### src/rtl/ps2_tx.sv
// Host-to-device PS/2 transmitter.
// Sends one command byte to the keyboard over the shared open-drain CLK/DATA pair:
// clock inhibit, start request, device-clocked data/parity/stop, then ACK check.
// ckOe/dqOe are "pull low" enables for the pad tristates at the top level.
module ps2_tx #(
    parameter int INHIBIT = 840,     // ce ticks CLK is held low before the request
    parameter int TIMEOUT = 105000,  // ce ticks from CLK release to final ACK
    parameter int CW      = 17       // tick counter width, 2^CW > max(INHIBIT, TIMEOUT)
) (
    input  logic       clock,
    input  logic       reset,
    input  logic       ce,
    input  logic       tx,
    input  logic [7:0] d,
    input  logic       ckI,
    input  logic       dqI,
    output logic       ckOe,
    output logic       dqOe,
    output logic       busy,
    output logic       done,
    output logic       err
);

    typedef enum logic [2:0] {
        S_IDLE,
        S_INHIBIT,
        S_REQ,
        S_SEND,
        S_ACK,
        S_WAITREL
    } state_t;

    localparam logic [CW-1:0] INH_LAST = CW'(INHIBIT - 1);
    localparam logic [CW-1:0] TMO_LAST = CW'(TIMEOUT - 1);
    localparam logic [CW-1:0] CNT_ONE  = CW'(1);
    localparam logic [CW-1:0] CNT_ZERO = '0;

    // ------------------------------------------------------------------
    // Pad synchronisers: bit 1 = CLK, bit 0 = DATA. They advance on ce so
    // that edge detection sees the same time base as the FSM.
    // ------------------------------------------------------------------
    logic [1:0] pad_in;
    logic [1:0] pad_sync;

    assign pad_in = {ckI, dqI};

    genvar gi;
    generate
        for (gi = 0; gi < 2; gi++) begin : g_sync
            logic meta_reg;
            logic sync_reg;

            // Two-stage synchroniser; idles high like a released bus line.
            always_ff @(posedge clock) begin
                if (!reset) begin
                    meta_reg <= 1'b1;
                    sync_reg <= 1'b1;
                end else if (ce) begin
                    meta_reg <= pad_in[gi];
                    sync_reg <= meta_reg;
                end
            end

            assign pad_sync[gi] = sync_reg;
        end
    endgenerate

    logic ck_sync;
    logic dq_sync;
    logic ck_prev_reg;
    logic ck_fall;

    assign ck_sync = pad_sync[1];
    assign dq_sync = pad_sync[0];

    // Previous synced CLK value, used to spot device-driven falling edges.
    always_ff @(posedge clock) begin
        if (!reset) begin
            ck_prev_reg <= 1'b1;
        end else if (ce) begin
            ck_prev_reg <= ck_sync;
        end
    end

    assign ck_fall = ck_prev_reg & ~ck_sync;

    // ------------------------------------------------------------------
    // Transfer state machine
    // ------------------------------------------------------------------
    state_t        state_reg;
    logic [CW-1:0] cnt_reg;      // inhibit timer, then frame timeout timer
    logic [3:0]    bitcnt_reg;   // falling edges consumed in SEND
    logic [9:0]    shift_reg;    // {stop, parity, data}, shifted out LSB first
    logic          ck_oe_reg;
    logic          dq_oe_reg;
    logic          busy_reg;
    logic          done_reg;
    logic          err_reg;
    logic          timed_out;

    // Timeout only matters once CLK has been released to the device.
    assign timed_out = (cnt_reg == TMO_LAST);

    // Single registered FSM: every output is a flop, all moves gated by ce.
    always_ff @(posedge clock) begin
        if (!reset) begin
            state_reg  <= S_IDLE;
            cnt_reg    <= CNT_ZERO;
            bitcnt_reg <= 4'd0;
            shift_reg  <= 10'd0;
            ck_oe_reg  <= 1'b0;
            dq_oe_reg  <= 1'b0;
            busy_reg   <= 1'b0;
            done_reg   <= 1'b0;
            err_reg    <= 1'b0;
        end else if (ce) begin
            // done/err are single-tick pulses.
            done_reg <= 1'b0;
            err_reg  <= 1'b0;

            case (state_reg)
                S_IDLE: begin
                    if (tx) begin
                        // Odd parity: parity bit makes the total count of ones odd.
                        shift_reg <= {1'b1, ~^d, d};
                        cnt_reg   <= CNT_ZERO;
                        busy_reg  <= 1'b1;
                        ck_oe_reg <= 1'b1;
                        state_reg <= S_INHIBIT;
                    end
                end

                S_INHIBIT: begin
                    if (cnt_reg == INH_LAST) begin
                        // Start bit: DATA low while CLK is still held.
                        dq_oe_reg <= 1'b1;
                        cnt_reg   <= CNT_ZERO;
                        state_reg <= S_REQ;
                    end else begin
                        cnt_reg <= cnt_reg + CNT_ONE;
                    end
                end

                S_REQ: begin
                    // Release CLK; the device now owns the clock. The timeout
                    // budget starts counting on this tick.
                    ck_oe_reg  <= 1'b0;
                    bitcnt_reg <= 4'd0;
                    cnt_reg    <= cnt_reg + CNT_ONE;
                    state_reg  <= S_SEND;
                end

                S_SEND: begin
                    if (timed_out) begin
                        ck_oe_reg <= 1'b0;
                        dq_oe_reg <= 1'b0;
                        err_reg   <= 1'b1;
                        busy_reg  <= 1'b0;
                        state_reg <= S_IDLE;
                    end else begin
                        cnt_reg <= cnt_reg + CNT_ONE;
                        if (ck_fall) begin
                            // Open drain: pull low for a 0, release for a 1.
                            dq_oe_reg  <= ~shift_reg[0];
                            shift_reg  <= {1'b0, shift_reg[9:1]};
                            bitcnt_reg <= bitcnt_reg + 4'd1;
                            if (bitcnt_reg == 4'd9) begin
                                state_reg <= S_ACK;
                            end
                        end
                    end
                end

                S_ACK: begin
                    // Timeout takes priority so a coincident ACK failure
                    // still yields only one err pulse.
                    if (timed_out) begin
                        ck_oe_reg <= 1'b0;
                        dq_oe_reg <= 1'b0;
                        err_reg   <= 1'b1;
                        busy_reg  <= 1'b0;
                        state_reg <= S_IDLE;
                    end else begin
                        cnt_reg <= cnt_reg + CNT_ONE;
                        if (ck_fall) begin
                            if (!dq_sync) begin
                                state_reg <= S_WAITREL;
                            end else begin
                                ck_oe_reg <= 1'b0;
                                dq_oe_reg <= 1'b0;
                                err_reg   <= 1'b1;
                                busy_reg  <= 1'b0;
                                state_reg <= S_IDLE;
                            end
                        end
                    end
                end

                S_WAITREL: begin
                    if (timed_out) begin
                        ck_oe_reg <= 1'b0;
                        dq_oe_reg <= 1'b0;
                        err_reg   <= 1'b1;
                        busy_reg  <= 1'b0;
                        state_reg <= S_IDLE;
                    end else begin
                        cnt_reg <= cnt_reg + CNT_ONE;
                        // Device has let go of both lines: the frame is complete.
                        if (ck_sync && dq_sync) begin
                            done_reg  <= 1'b1;
                            busy_reg  <= 1'b0;
                            state_reg <= S_IDLE;
                        end
                    end
                end

                default: begin
                    ck_oe_reg <= 1'b0;
                    dq_oe_reg <= 1'b0;
                    busy_reg  <= 1'b0;
                    state_reg <= S_IDLE;
                end
            endcase
        end
    end

    assign ckOe = ck_oe_reg;
    assign dqOe = dq_oe_reg;
    assign busy = busy_reg;
    assign done = done_reg;
    assign err  = err_reg;

endmodule

### config.mk
export PLATFORM = sky130hd
export DESIGN_NAME = ps2_tx
export DESIGN_NICKNAME = d
export VERILOG_FILES = /design/src/rtl/ps2_tx.sv
export SDC_FILE = /design/constraint.sdc
export NUM_CORES = 1
export LEC_CHECK = 0
export BUFFER_PORTS_ARGS = -buffer_cell sky130_fd_sc_hd__clkbuf_2
export CORE_ASPECT_RATIO = 0.75
export CORE_UTILIZATION = 60
export CTS_BUF_LIST = sky130_fd_sc_hd__clkbuf_8 sky130_fd_sc_hd__clkbuf_16
export DETAILED_ROUTE_END_ITERATION = 7
export PLACE_DENSITY = 0.87
export SETUP_SLACK_MARGIN = 0.1
export SLEW_MARGIN = 10
export SYNTH_ARGS = -nofsm -noshare
export SYNTH_HDL_FRONTEND = slang
export SYNTH_SLANG_ARGS = --single-unit
### constraint.sdc
create_clock -name clock -period 3.46 [get_ports clock]
set_clock_uncertainty 0.1 [all_clocks]
set_input_delay 0.692 -clock clock [delete_from_list [all_inputs] [get_ports clock]]
set_output_delay 0.692 -clock clock [all_outputs]
set_load 0.05 [all_outputs]
==> Word level (Yosys, flattened, before mapping) <==
Index checks and enable logic that the tools add are counted.
{ "totals": {"register_bits": 44, "in_bits": 14, "output_inout_bits": 5, "word_cells": 103} }
{ "op_classes": {"add_sub_neg": 2, "eq_ne": 21, "muxes": 43, "n_bitwise": 6, "reduce_logical": 17} }
{ "op_table": {"columns": ["cell", "n"], "rows": [
  ["17-bit one-hot mux with 4 select lines", 1],
  ["17-bit 2-to-1 mux", 3],
  ["10-bit 2-to-1 mux", 3],
  ["3-bit 2-to-1 mux", 10],
  ["7-bit AND reduction", 3],
  ["10-bit one-hot mux with 2 select lines", 1],
  ["3-bit one-hot mux with 6 select lines", 1],
  ["17-bit by 1-bit adder with 17-bit output, second input constant", 1],
  ["17-bit by 10-bit == test with 1-bit output, second input constant", 1],
  ["17-bit == test, second input constant", 1],
  ["1-bit 2-to-1 mux", 17],
  ["3-bit inequality test, second input constant", 5],
  ["2-bit inequality test, second input constant", 7],
  ["1-bit one-hot mux with 5 select lines", 2],
  ["4-bit 2-to-1 mux", 2],
  ["4-bit one-hot mux with 2 select lines", 1],
  ["4-bit AND reduction", 2],
  ["8-bit XNOR reduction", 1],
  ["3-bit by 2-bit == test with 1-bit output, second input constant", 2],
  ["3-bit == test, second input constant", 2],
  ["6-bit AND reduction", 1],
  ["2-bit OR reduction", 3],
  ["1-bit NOT", 5],
  ["5-bit AND reduction", 1],
  ["12 further kinds", 13]
]} }

==> Depth between registers and ports, before layout <==
Gate-level depths: netlist of run 1.
{ "logic_depth": {"word_depth": 5, "ltp_mapped": 9, "ltp_nobuf": 6} }

==> Least setup slack after synthesis of run 1 <==
Ideal clock, no wire load.
{ "synth_path": {"path_kind": "reg2reg", "start": "register cnt_reg[0]", "end": "register cnt_reg[10]", "setup_time_ps": 123, "arrival_time_ps": 2395, "required_time_ps": 3237, "setup_slack_ps": 842, "stages_incl_launch_ff": 9, "n_path_buf": 2, "synth_period_minus_slack_ps": 2618, "path_cell_list": "dfxtp_1 > ha_1 > or4bb_4 > or4_4 > buf_6 > a21oi_2 > buf_2 > nor3_1 > mux2_1"} }
{ "synth_between": {"elab_chain_cells": 3, "elab_cells_between_ends": 8, "cone_classes": "add/sub: 1; eq/ne: 3; mux: 3; reduce/logical: 1"} }
{ "synth_rtl": {"columns": ["item", "line", "source"], "rows": [
  ["start, declared", "91", "logic [CW-1:0] cnt_reg;"],
  ["start signal, assigned", "140", "cnt_reg <= cnt_reg + CNT_ONE;"],
  ["start signal, assigned", "149", "cnt_reg <= cnt_reg + CNT_ONE;"],
  ["start signal, assigned", "161", "cnt_reg <= cnt_reg + CNT_ONE;"],
  ["17-bit by 1-bit adder with 17-bit output, or another cell as far along", null, null],
  ["17-bit 2-to-1 mux, or another cell as far along", "154, 177, 200", null],
  ["17-bit one-hot mux with 4 select lines or 4-bit AND reduction (tied branches)", null, null]
]} }
Several ways; a longest one is shown, not always the timed one. The select of a mux whose other input is x is not followed.
A chain may end at the register's enable or synchronous reset.

==> Worst setup path in the final report of run 1 <==
Same ends and word-level chain as after synthesis.

==> results of run 1 <==
-- through the flow --
| step | worst slack [ps] | util (%) |
|---|---|---|
| 2_1_floorplan | 841.8 | - |
| 3_3_place_gp | 745.8 | 68.03 |
| 3_5_place_dp | 696.6 | 68.03 |
| 6_report | 642.4 | 70.56 |
| 4_1_cts | 663.8 | 70.56 |
| 5_1_grt | 536.9 | 70.56 |
-- cells in the final DEF, fill, tap and decap left out, types with 3 or more instances in the layout --
master,Yosys,layout
nand2_1,21,21
ha_1,3,3
dfxtp_1,44,44
o21ai_0,21,21
nand4_1,10,10
a21oi_1,28,28
or4_1,12,12
nor2_1,15,15
nand3_1,4,4
mux2i_1,16,16
nor3_1,7,7
inv_1,9,9
xnor2_1,7,7
a211oi_1,8,8
or3_1,6,6
nor4_1,4,4
nand2b_1,8,8
o31ai_1,11,11
clkbuf_8,0,7
clkbuf_2,0,18
buf_4,1,7
-- logic make-up after synthesis --
logic type | share of synthesized area (%)
adder cells (fa/ha/maj) | 1.518
flip-flops | 35.63
XOR/XNOR | 2.480
buffers and inverters | 5.111
AND/OR/NAND/NOR | 24.24
AO/OA/AOI/OAI | 24.09
multiplexers | 6.933
-- path summary, 6_finish.rpt --
path	endpoint	slack, ps	cells past startpoint
worst max-delay path	cnt_reg[10]$_SDFFE_PN0P_	640	7
worst min-delay path	done$_SDFFE_PN0P_	370	2
worst max register to register	cnt_reg[10]$_SDFFE_PN0P_	640	7
worst min register to register	done$_SDFFE_PN0P_	370	2
-- tightest hold or removal path, cell delays in order, from the launching register on --
cell and delay, ps:
dfxtp_1 310, nand2b_1 60, a21oi_1 50
-- cell type report --
class,count,share of cell area [%]
Clock buffer,7,3.590
Timing Repair Buffer,25,5.315
Multi-Input combinational cell,222,54.59
Inverter,9,1.259
Tap cell,52,2.424
Sequential cell,44,32.82
-- metal layers --
layer / GRT usage, % / vias to the layer above
met2: 43.38 / 120
met5: 0 / -
met3: 6.400 / 6
li1: - / 1141
met1: 41.35 / 1072
met4: 6.593 / 0
-- power breakdown --
group	switching (mW)	total (mW)	leakage (nW)	internal, mW
clock network	0.168	0.346	0.0503	0.178
registers	0.0123	0.537	0.358	0.525
logic	0.0882	0.142	0.561	0.0540
total	0.269	1.03	0.969	0.757
-- cells in the mapped netlist, types with 8 or more instances --
cell,instances
mux2i_1,16
o31ai_1,11
nand2_1,21
dfxtp_1,44
clkbuf_1,11
inv_1,9
nand2b_1,8
nand4_1,10
or4_1,12
a21oi_1,28
o21ai_0,21
a211oi_1,8
nor2_1,15
==> summary.md, run 1 <==
| Metric | Value |
|---|---|
| Site Rows | `19` |
| I/O Buffers | `18` |
| Final Cycle Share | `81.43%` |
| DIE WIDTH | `roughly 76 um` |
| Arr. time, crit path | `approximately 2900 ps` |
| Highest-delay cell along the critical path | `or4_4` |
| FF+latch area | `between 800 and 900 sq um` |
| Synth Register Bits | `44` |
| CTS resizes | `0` |
| Max-slew headroom | `approximately 55%` |
| Ant. Diodes | `0` |
| Drt wl/cell | `between 15 and 20 um` |
| Max layer used | `met4` |
| Total wire length | `5694 um` |
| Syn. warnings | `0` |
| Largest net degree at the start of global routing | `31` |
| Pleak | `between 0.9 and 1 nW` |
| Largest register FFs | `17` |
| Core Region | `approximately 0.0038 sq mm` |
| Chip height | `approximately 58 um` |
| Largest stage delay, worst path | `about 630 ps` |
| HPWL after detailed placement | `slightly below 4000 um` |
| CTS H-tree depth | `2` |
| First-pass GRT wire length | `between 9000 and 10,000 um` |
| Met3 wire length | `between 600 and 700 um` |
| Worst setup path startpoint | `cnt_reg[0]$_SDFFE_PN0P_` |
| Critical R2R Launch | `cnt_reg[0]$_SDFFE_PN0P_` |
| Multi-input gate area | `0.001465 sq mm` |
| Largest buffer count on any clock path | `2` |
| Starting Density | `roughly 65%` |
| Drc violations | `0` |
| Final Hold Viols | `0` |
| Worst Path Max Fanout | `30` |
| Synth top area share | `between 30% and 40%` |
| Layout cells sized above 1 | `a little over an eighth` |
| DR vias/cell | `6.515` |
| Bufs and invs on worst path | `1` |
| Die area | `between 0.004 and 0.005 sq mm` |
| Congestion Overflow GR | `0` |
| Post-DRT Antenna Nets | `0` |
| Min-delay src | `done$_SDFFE_PN0P_` |
| Avg Inst Size Synth | `~8.4 sq um` |
| CTS tree | `done` |
| Seq/Total Area, Yosys | `between 30 and 40%` |
| Synth async-reset ratio | `0%` |
| Met1 Wirelength | `approximately 2700 um` |
| Layout Cells excl Fill | `about 360` |
| Required @ worst endpoint | `about 3500 ps` |
| VDD IR max | `285.3 uV` |
| Postcts setup bufs | `0` |
| Yosys cell types | `52` |
| Placed instance count | `roughly 350` |
| Power per cell area | `382.2 mW/mm^2` |
| Reg clk slew, reported paths | `approximately 80 ps` |
| # Max-Cap Violations | `0` |
| Placer's final routability congestion estimate | `0.9644` |
| Crit path time final | `2818 ps` |
| Top area cells in the synthesized netlist | `dfxtp_1, mux2i_1, a21oi_1` |
| CTS Sinks | `44` |
| Crit-path leading delay family | `simple AND/OR/NAND/NOR gates` |
| Cell area after synthesis | `approximately 0.0025 sq mm` |
| Outcome | `complete, no violations` |
| Tot Pwr | `1.026 mW` |
| Final Max Slew Viols | `0` |
| Drt pass-1 iters | `5` |
| I/O pin cnt | `19` |
| Endpoints failing setup | `0` |
| Vias in the first global route | `around 2,100` |
| Post-synth EDFFs | `0` |
| Setup CP Type | `reg -> reg` |
| DR iter-0 viols | `338` |
| CTS Hold Bufs | `0` |
| Post-synthesis net count | `311` |
| Cells after Synth | `294` |
| Worst Setup Start Kind | `register` |
| Fillers | `~320` |
| Area after DPL | `0.002587 sq mm` |
| HP Class | `reg -> reg` |
| Routed wl met2 | `around 2400 um` |
| TritonCTS Buffers | `5` |
| Area grow syn2layout | `8.552%` |
| Initial antenna violation count | `0` |
| Final nets | `about 320` |
| Peak Freq | `0.3549 GHz` |
| Final TNS setup | `0 ps` |
| Worst path cell trace | `ha_1 -> or4bb_4 -> or4_4 -> a21oi_2 -> buf_4 -> nor3_1 -> mux2_1` |
| Worst-margin pin slew | `about 660 ps` |
| Synth Flop Type | `dfxtp_1` |
| CP Capture Type | `register` |
| Leading area contributor after synthesis | `dfxtp_1` |
| RSZ-0062 raised after global routing | `no` |
| Total GRT Usage | `28.51%` |
| Final Cell Area | `~0.0027 sq mm` |
| Root Driver | `clkbuf_8` |
| Vias | `2,339` |
| Worst skew pair latency | `slightly below 300 ps` |
| Hold slack final | `between 300 and 400 ps` |
Power figures use the tool's default switching activity.
==> inputs of run 2 (changes only) <==
--- a/config.mk
+++ b/config.mk
@@ -5,12 +5,13 @@
 export SDC_FILE = /design/constraint.sdc
 export NUM_CORES = 1
 export LEC_CHECK = 0
+export ABC_AREA = 1
 export BUFFER_PORTS_ARGS = -buffer_cell sky130_fd_sc_hd__clkbuf_2
 export CORE_ASPECT_RATIO = 0.75
 export CORE_UTILIZATION = 60
 export CTS_BUF_LIST = sky130_fd_sc_hd__clkbuf_8 sky130_fd_sc_hd__clkbuf_16
 export DETAILED_ROUTE_END_ITERATION = 7
-export PLACE_DENSITY = 0.87
+export PLACE_DENSITY = 0.86
 export SETUP_SLACK_MARGIN = 0.1
 export SLEW_MARGIN = 10
 export SYNTH_ARGS = -nofsm -noshare
==> constraint.sdc (replaced) <==
create_clock -name clock -period 2.7 [get_ports clock]
set_clock_uncertainty 0.1 [all_clocks]
set_input_delay 0.54 -clock clock [delete_from_list [all_inputs] [get_ports clock]]
set_output_delay 0.54 -clock clock [all_outputs]
set_load 0.05 [all_outputs]
==> run 2 against run 1 <==
  * Global-route usage fell by 0.25 points
  * Register-to-register slack got worse by 60 ps
  * Maximum frequency rose by 33%
  * Sequential power rose by 51%
  * Core utilization fell by 3.6 points
  * Sequential cell count did not move
  * Sequential share of layout area fell by 3.7 points
  * Area after synthesis rose by 15%
  * Via count rose by 24%
  * Wire length rose by 15%
  * Final cell count rose by 48%
  * Cell area rose by 13%
==> summary.md, run 2 <==
| Metric | Value |
|---|---|
| Final TNS setup | `0 ps (unchanged)` |
| Avg Inst Size Synth | `6.183 sq um (-26%)` |
| Drt pass-1 iters | `5 (unchanged)` |
| Peak Freq | `0.4727 GHz (+33%)` |
| Fillers | `417 (+32%)` |
| Top post-synthesis cells by count | `nand2_1, nor2_1, inv_1, dfxtp_1, a21oi_1` |
| Placed instance count | `523 (+49%)` |
| VDD IR max | `421.1 uV (+48%)` |
| Synth top area share | `30.97% (-4.7 points)` |
| Postcts setup bufs | `0 (unchanged)` |
| Synth Flop Type | `dfxtp_1` |
| Area grow syn2layout | `6.379%` |
| Arr. time, crit path | `2170 ps (-730 ps)` |
| Most frequent cell after synthesis | `nand2_1` |
| Largest stage delay, worst path | `430 ps (-200 ps)` |
| I/O pin cnt | `19 (unchanged)` |
| Initial antenna violation count | `0 (unchanged)` |
| Final Hold Viols | `0 (unchanged)` |
| Layout Cells excl Fill | `531 (+48%)` |
| Drc violations | `0 (unchanged)` |
| Drt wl/cell | `12.29 um (-22%)` |
| Post-DRT Antenna Nets | `0 (unchanged)` |
| Bufs and invs on worst path | `1 (unchanged)` |
| Top area cells in the synthesized netlist | `dfxtp_1, nand2_1, a21oi_1` |
| Post-synth EDFFs | `0 (unchanged)` |
| Site Rows | `21 (+2)` |
| Vias | `2,904 (+24%)` |
| Layout cells sized above 1 | `9.916% (-3.8 points)` |
| Synth async-reset ratio | `0% (unchanged)` |
| HP Class | `in -> reg` |
| CTS H-tree depth | `2 (unchanged)` |
| Most frequent CP cell | `nand2_1` |
| Leading area contributor after synthesis | `dfxtp_1` |
| Largest register FFs | `17 (unchanged)` |
| Cell area after synthesis | `0.002844 sq mm (+15%)` |
| Worst path cell trace | `ha_1 -> nand2_1 -> nor2_2 -> nand3_2 -> nand2_1 -> nand2_1 -> nand3_1 -> inv_1 -> nand2_1 -> a21oi_1` |
| TritonCTS Buffers | `5 (unchanged)` |
| Leading cell type in the layout, fill and taps excluded | `nand2_1` |
| CTS resizes | `0 (unchanged)` |
| Crit path time final | `2115 ps (-702.2 ps)` |
| Chip height | `61.63 um (+7.0%)` |
| # Max-Cap Violations | `0 (unchanged)` |
| Largest net degree at the start of global routing | `23 (-26%)` |
| Root Driver | `clkbuf_8` |
| Synth Register Bits | `44 (unchanged)` |
| Final Max Slew Viols | `0 (unchanged)` |
| DR vias/cell | `5.469 (-16%)` |
| RSZ-0062 raised after global routing | `no` |
| Most frequent cells in the layout | `nand2_1, nor2_1, inv_1` |
| Worst Setup Start Kind | `register` |
| Worst Path Max Fanout | `13 (-57%)` |
| Worst-margin pin slew | `743.2 ps (+80.16 ps)` |
| Yosys cell types | `29 (-44%)` |
| Setup CP Type | `reg -> reg` |
| Post-synthesis net count | `477 (+53%)` |
| Seq/Total Area, Yosys | `30.97% (-4.7 points)` |
| Required @ worst endpoint | `2760 ps (-780 ps)` |
| Total GRT Usage | `28.27% (-0.25 points)` |
| Core Region | `0.004519 sq mm (+19%)` |
| Highest-delay cell along the critical path | `dfxtp_1` |
| Starting Density | `62.93% (-2.1 points)` |
| Total wire length | `6528 um (+15%)` |
| Endpoints failing setup | `0 (unchanged)` |
| Crit-path leading delay family | `simple AND/OR/NAND/NOR gates` |
| Final nets | `490 (+51%)` |
| Power per cell area | `661.7 mW/mm^2 (+73%)` |
| Placer's final routability congestion estimate | `0.9766 (+1.3%)` |
| Ant. Diodes | `0 (unchanged)` |
| DR iter-0 viols | `324 (-4.1%)` |
| Final Cycle Share | `78.35% (-3.1 points)` |
| I/O Buffers | `18 (unchanged)` |
| First-pass GRT wire length | `10,780 um (+9.1%)` |
| Die area | `0.005022 sq mm (+15%)` |
| Congestion Overflow GR | `0 (unchanged)` |
| Largest buffer count on any clock path | `2 (unchanged)` |
| HPWL after detailed placement | `4759 um (+20%)` |
| CTS tree | `done` |
| Worst skew pair latency | `300 ps (about the same)` |
| CP Capture Type | `register` |
| Syn. warnings | `0 (unchanged)` |
| Cells after Synth | `460 (+56%)` |
| DIE WIDTH | `81.50 um (+7.1%)` |
| Reg clk slew, reported paths | `80 ps (about the same)` |
| Outcome | `complete, no violations` |
| Vias in the first global route | `2,364 (+12%)` |
| CTS Sinks | `44 (unchanged)` |
| Max-slew headroom | `50.40% (-4.8 points)` |
| Pleak | `1.272 nW (+31%)` |
| CTS Hold Bufs | `0 (unchanged)` |
run 2: cell count changes after synthesis, sizes merged, moves of 9 or more:
cell and change:
a21oi +14, inv +47, mux2i -16, nand2 +102
nand3 +39, nor2 +50, o31ai -11, or4 -14
xor2 +9
run 2: metrics by stage:
stage | setup WS, ps | utilization, % | hold slack [ps] | power (mW) | cell area (sq um)
floorplan | 977.0 | - | 317.8 | 1.420 | 2844
CTS | 634.5 | 66.94 | 349.2 | 2.000 | 3025
finish | 584.6 | 66.94 | 347.8 | 2.002 | 3025
detailed placement | 675.9 | 64.89 | 341.3 | 1.570 | 2933
global placement | 695.5 | 64.89 | 327.5 | 1.550 | 2933
global route | 417.8 | 66.94 | 354.7 | 2.158 | 3025
run 2: layout make-up:
class                      count  area, sq um  area share, %
sequential                    44        880.8          29.11
clock buffer                   6        82.58          2.730
multi-input combinational    345         1658          54.80
timing repair buffer          21        112.6          3.722
inverter                      56        210.2          6.948
tap                           57        71.32          2.357
clock inverter                 2        10.01         0.3309
run 2: path summary, 6_finish.rpt:
check	startpoint	end	slack (ps)	depth (start not counted)
max	cnt_reg[0]$_SDFFE_PN0P_	bitcnt_reg[2]$_SDFFE_PN0P_	580	10
min reg2reg	shift_reg[4]$_SDFFE_PN0P_	shift_reg[4]$_SDFFE_PN0P_	350	2
min	dqI	g_sync[0].meta_reg$_SDFFE_PN1P_	350	3
max reg2reg	cnt_reg[0]$_SDFFE_PN0P_	bitcnt_reg[2]$_SDFFE_PN0P_	580	10
run 2: logic make-up (layout without fill, tap and decap cells):
group | Yosys count | count (layout) | share of synthesized area, %
simple gates | 247 | 247 | 37.62
xor+xnor | 16 | 16 | 4.928
fa+ha+maj | 3 | 3 | 1.320
buf+inv | 71 | 85 | 10.73
compound gates | 79 | 79 | 14.43
flops | 44 | 44 | 30.97
run 2: worst register-to-register path, delay by kind of cell, from the launching register on:
| family | cells | cell delay [ps] |
|---|---|---|
| buffers and inverters | 1 | 100 |
| AO/OA/AOI/OAI | 1 | 60 |
| AND/OR/NAND/NOR | 7 | 1010 |
| adder cells (fa/ha/maj) | 1 | 270 |
| flip-flops | 1 | 430 |
run 2: report_power, final:
group | total, mW | switching (mW) | internal, mW
sequential | 0.813 | 0.0642 | 0.749
combinational | 0.756 | 0.542 | 0.213
clock | 0.433 | 0.229 | 0.204
run 2: layer usage:
metal | GRT usage, % | vias up | wire [um]
li1 | - | 1508 | -
met1 | 41.45 | 1274 | 3309
met2 | 41.79 | 113 | 2684
met3 | 4.889 | 9 | 449
met4 | 9.184 | 0 | 85
met5 | 0 | - | 0
==> inputs of run 3 (changes only) <==
--- a/config.mk
+++ b/config.mk
@@ -8,10 +8,10 @@
 export ABC_AREA = 1
 export BUFFER_PORTS_ARGS = -buffer_cell sky130_fd_sc_hd__clkbuf_2
 export CORE_ASPECT_RATIO = 0.75
-export CORE_UTILIZATION = 60
+export CORE_UTILIZATION = 55
 export CTS_BUF_LIST = sky130_fd_sc_hd__clkbuf_8 sky130_fd_sc_hd__clkbuf_16
 export DETAILED_ROUTE_END_ITERATION = 7
-export PLACE_DENSITY = 0.86
+export PLACE_DENSITY = 0.83
 export SETUP_SLACK_MARGIN = 0.1
 export SLEW_MARGIN = 10
 export SYNTH_ARGS = -nofsm -noshare
==> constraint.sdc (replaced) <==
create_clock -name clock -period 1.8 [get_ports clock]
set_clock_uncertainty 0.1 [all_clocks]
set_input_delay 0.36 -clock clock [delete_from_list [all_inputs] [get_ports clock]]
set_output_delay 0.36 -clock clock [all_outputs]
set_load 0.05 [all_outputs]
==> run 3 against run 2 <==
  * The run now ends with DRC, setup timing left
  * Maximum frequency increased by 7.9%
  * Register-to-register slack got worse by 750 ps
  * Final cell count increased by 9.6%
  * Via count increased by 38%
  * Sequential power increased by 54%
  * Core utilization increased by 16 points
  * Critical path type unchanged
  * Critical endpoint is now cnt_reg[3]$_SDFFE_PN0P_
  * Largest power group is now combinational cells
==> summary.md, run 3 (synthesis gave the netlist of run 2 again) <==
| Metric | Value |
|---|---|
| Outcome | `finished, violations left` |
| Failing checks | `DRC, setup timing` |
| Largest stage delay, worst path | `350 ps (-80 ps)` |
| DR vias/cell | `6.873 (+26%)` |
| Leading cell type in the layout, fill and taps excluded | `nand2_1` |
| CTS tree | `done` |
| Congestion Overflow GR | `0 (unchanged)` |
| Hold depth | `3 (unchanged)` |
| Arr. time, crit path | `2080 ps (-90 ps)` |
| Final Cycle Share | `109.0% (+31 points)` |
| Chip height | `64.28 um (+4.3%)` |
| Post-DRT Antenna Nets | `0 (unchanged)` |
| First-pass GRT wire length | `13,610 um (+26%)` |
| Worst skew pair latency | `320 ps (+20 ps)` |
| HP Class | `in -> reg` |
| Final TNS setup | `-1751 ps (-1751 ps)` |
| Site Rows | `22 (+4.8%)` |
| CTS Sinks | `44 (unchanged)` |
| Pleak | `1.677 nW (+32%)` |
| R2R cell count | `10 (unchanged)` |
| Core Region | `0.004927 sq mm (+9.0%)` |
| Setup CP Type | `reg -> reg` |
| Worst Path Max Fanout | `4 (-9)` |
| Area grow syn2layout | `42.94%` |
| Worst-margin pin slew | `399.0 ps (-344.2 ps)` |
| CP Capture Type | `register` |
| DR iter-0 viols | `847 (+160%)` |
| FF+latch area | `904.6 sq um (+2.7%)` |
| Layout cells sized above 1 | `39.46% (+30 points)` |
| Peak Freq | `0.5099 GHz (+7.9%)` |
| CTS H-tree depth | `2 (unchanged)` |
| Most frequent CP cell | `nand3_1` |
| Total GRT Usage | `31.30% (+3.0 points)` |
| Multi-input gate area | `0.002200 sq mm (+33%)` |
| DIE WIDTH | `85.04 um (+4.3%)` |
| Largest buffer count on any clock path | `2 (unchanged)` |
| Vias | `4,000 (+38%)` |
| HPWL after detailed placement | `5296 um (+11%)` |
| Reg clk slew, reported paths | `100 ps (+20 ps)` |
| Tot Pwr | `4.242 mW (+110%)` |
| Fillers | `256 (-39%)` |
| Worst Setup Start Kind | `register` |
| I/O pin cnt | `19 (unchanged)` |
| RSZ-0062 raised after global routing | `yes` |
| Power per cell area | `1044 mW/mm^2 (+58%)` |
| Final Max Slew Viols | `0 (unchanged)` |
| Largest register FFs | `17 (unchanged)` |
| Fin util | `82.50% (+16 points)` |
| VDD IR max | `506.4 uV (+20%)` |
| Worst path cell trace | `buf_4 -> nand2_1 -> inv_1 -> nand3_1 -> nor2_1 -> nand3_1 -> nand3_1 -> o21ai_0 -> nand2_2 -> a21oi_1` |
| I/O Buffers | `18 (unchanged)` |
| Die area | `0.005466 sq mm (+8.8%)` |
| Final Hold Viols | `0 (unchanged)` |
| CTS Hold Bufs | `0 (unchanged)` |
| Largest net degree at the start of global routing | `23 (unchanged)` |
| Placer's final routability congestion estimate | `0.9858 (+0.94%)` |
| Most frequent cells in the layout | `nand2_1, nor2_1, inv_1` |
| Starting Density | `57.72% (-5.2 points)` |
| Post-route setup slack | `-161.2 ps (-745.8 ps)` |
| Max-slew headroom | `73.34% (+23 points)` |
| Highest-delay cell along the critical path | `dfxtp_2` |
| Final nets | `540 (+10%)` |
| Ant. Diodes | `0 (unchanged)` |
| Required @ worst endpoint | `1920 ps (-840 ps)` |
| Setup WS pre-CTS | `-52.50 ps (-728.4 ps)` |
| Endpoints failing setup | `34 (+34)` |
| Hold slack final | `191.8 ps (-156.0 ps)` |
| Total wire length | `12,080 um (+85%)` |
| Drc violations | `26 (+26)` |
| Vias in the first global route | `2,981 (+26%)` |
| # Max-Cap Violations | `0 (unchanged)` |
| Drt wl/cell | `20.76 um (+69%)` |
| Initial antenna violation count | `0 (unchanged)` |
| Drt pass-1 iters | `8 (+3)` |
| Root Driver | `clkbuf_8` |
| TritonCTS Buffers | `5 (unchanged)` |
| Crit path time final | `1961 ps (-154.2 ps)` |
-- run 3: metrics by stage --
step	instance area, sq um	instances
after floorplan	2848	460
after global routing	4065	582
after CTS	3480	567
after global placement	3171	555
after detailed placement	3171	555
final	4065	582
-- run 3: layer usage --
layer,vias to the layer above,wire length [um],GRT usage (%)
met5,-,0,0
met4,0,1059,12.71
met3,168,1711,6.331
met2,426,4969,47.78
met1,1782,4341,43.06
li1,1624,-,-
-- run 3: worst paths after layout --
path / startpoint / end / slack, ps
setup / recovery: cnt_reg[9]$_SDFFE_PN0P_ / cnt_reg[3]$_SDFFE_PN0P_ / -160
hold / removal: ckI / g_sync[1].meta_reg$_SDFFE_PN1P_ / 190
setup reg to reg: cnt_reg[9]$_SDFFE_PN0P_ / cnt_reg[3]$_SDFFE_PN0P_ / -160
hold reg to reg: shift_reg[5]$_SDFFE_PN0P_ / shift_reg[5]$_SDFFE_PN0P_ / 340
-- run 3: worst max-delay path: cells and delay by family, from the launching register on --
family / cells / cell delay [ps]
and+or+nand+nor: 6 / 680
buffers and inverters: 2 / 250
AOI/OAI and AO/OA: 2 / 480
DFF: 1 / 350
-- run 3: what timing repair did --
action,in CTS,in global routing
endpoints found under the setup margin,37,38
buffers inserted,4,8
pin swaps,2,20
gates resized for setup,38,131
cloned,2,7
-- run 3: area by class of cell --
| class | count | area share [%] |
|---|---|---|
| multi-input combinational | 349 | 54.11 |
| sequential | 44 | 22.25 |
| timing repair buffer | 66 | 13.79 |
| inverter | 56 | 5.386 |
| tap | 60 | 1.847 |
| clock buffer | 5 | 1.693 |
| clock inverter | 1 | 0.7387 |
| timing repair inverter | 1 | 0.1847 |
-- run 3: power breakdown --
group          internal (mW)  switching [mW]  leakage (nW)
registers               1.14           0.113         0.366
clock network          0.399           0.363        0.0501
logic                  0.785            1.45          1.26
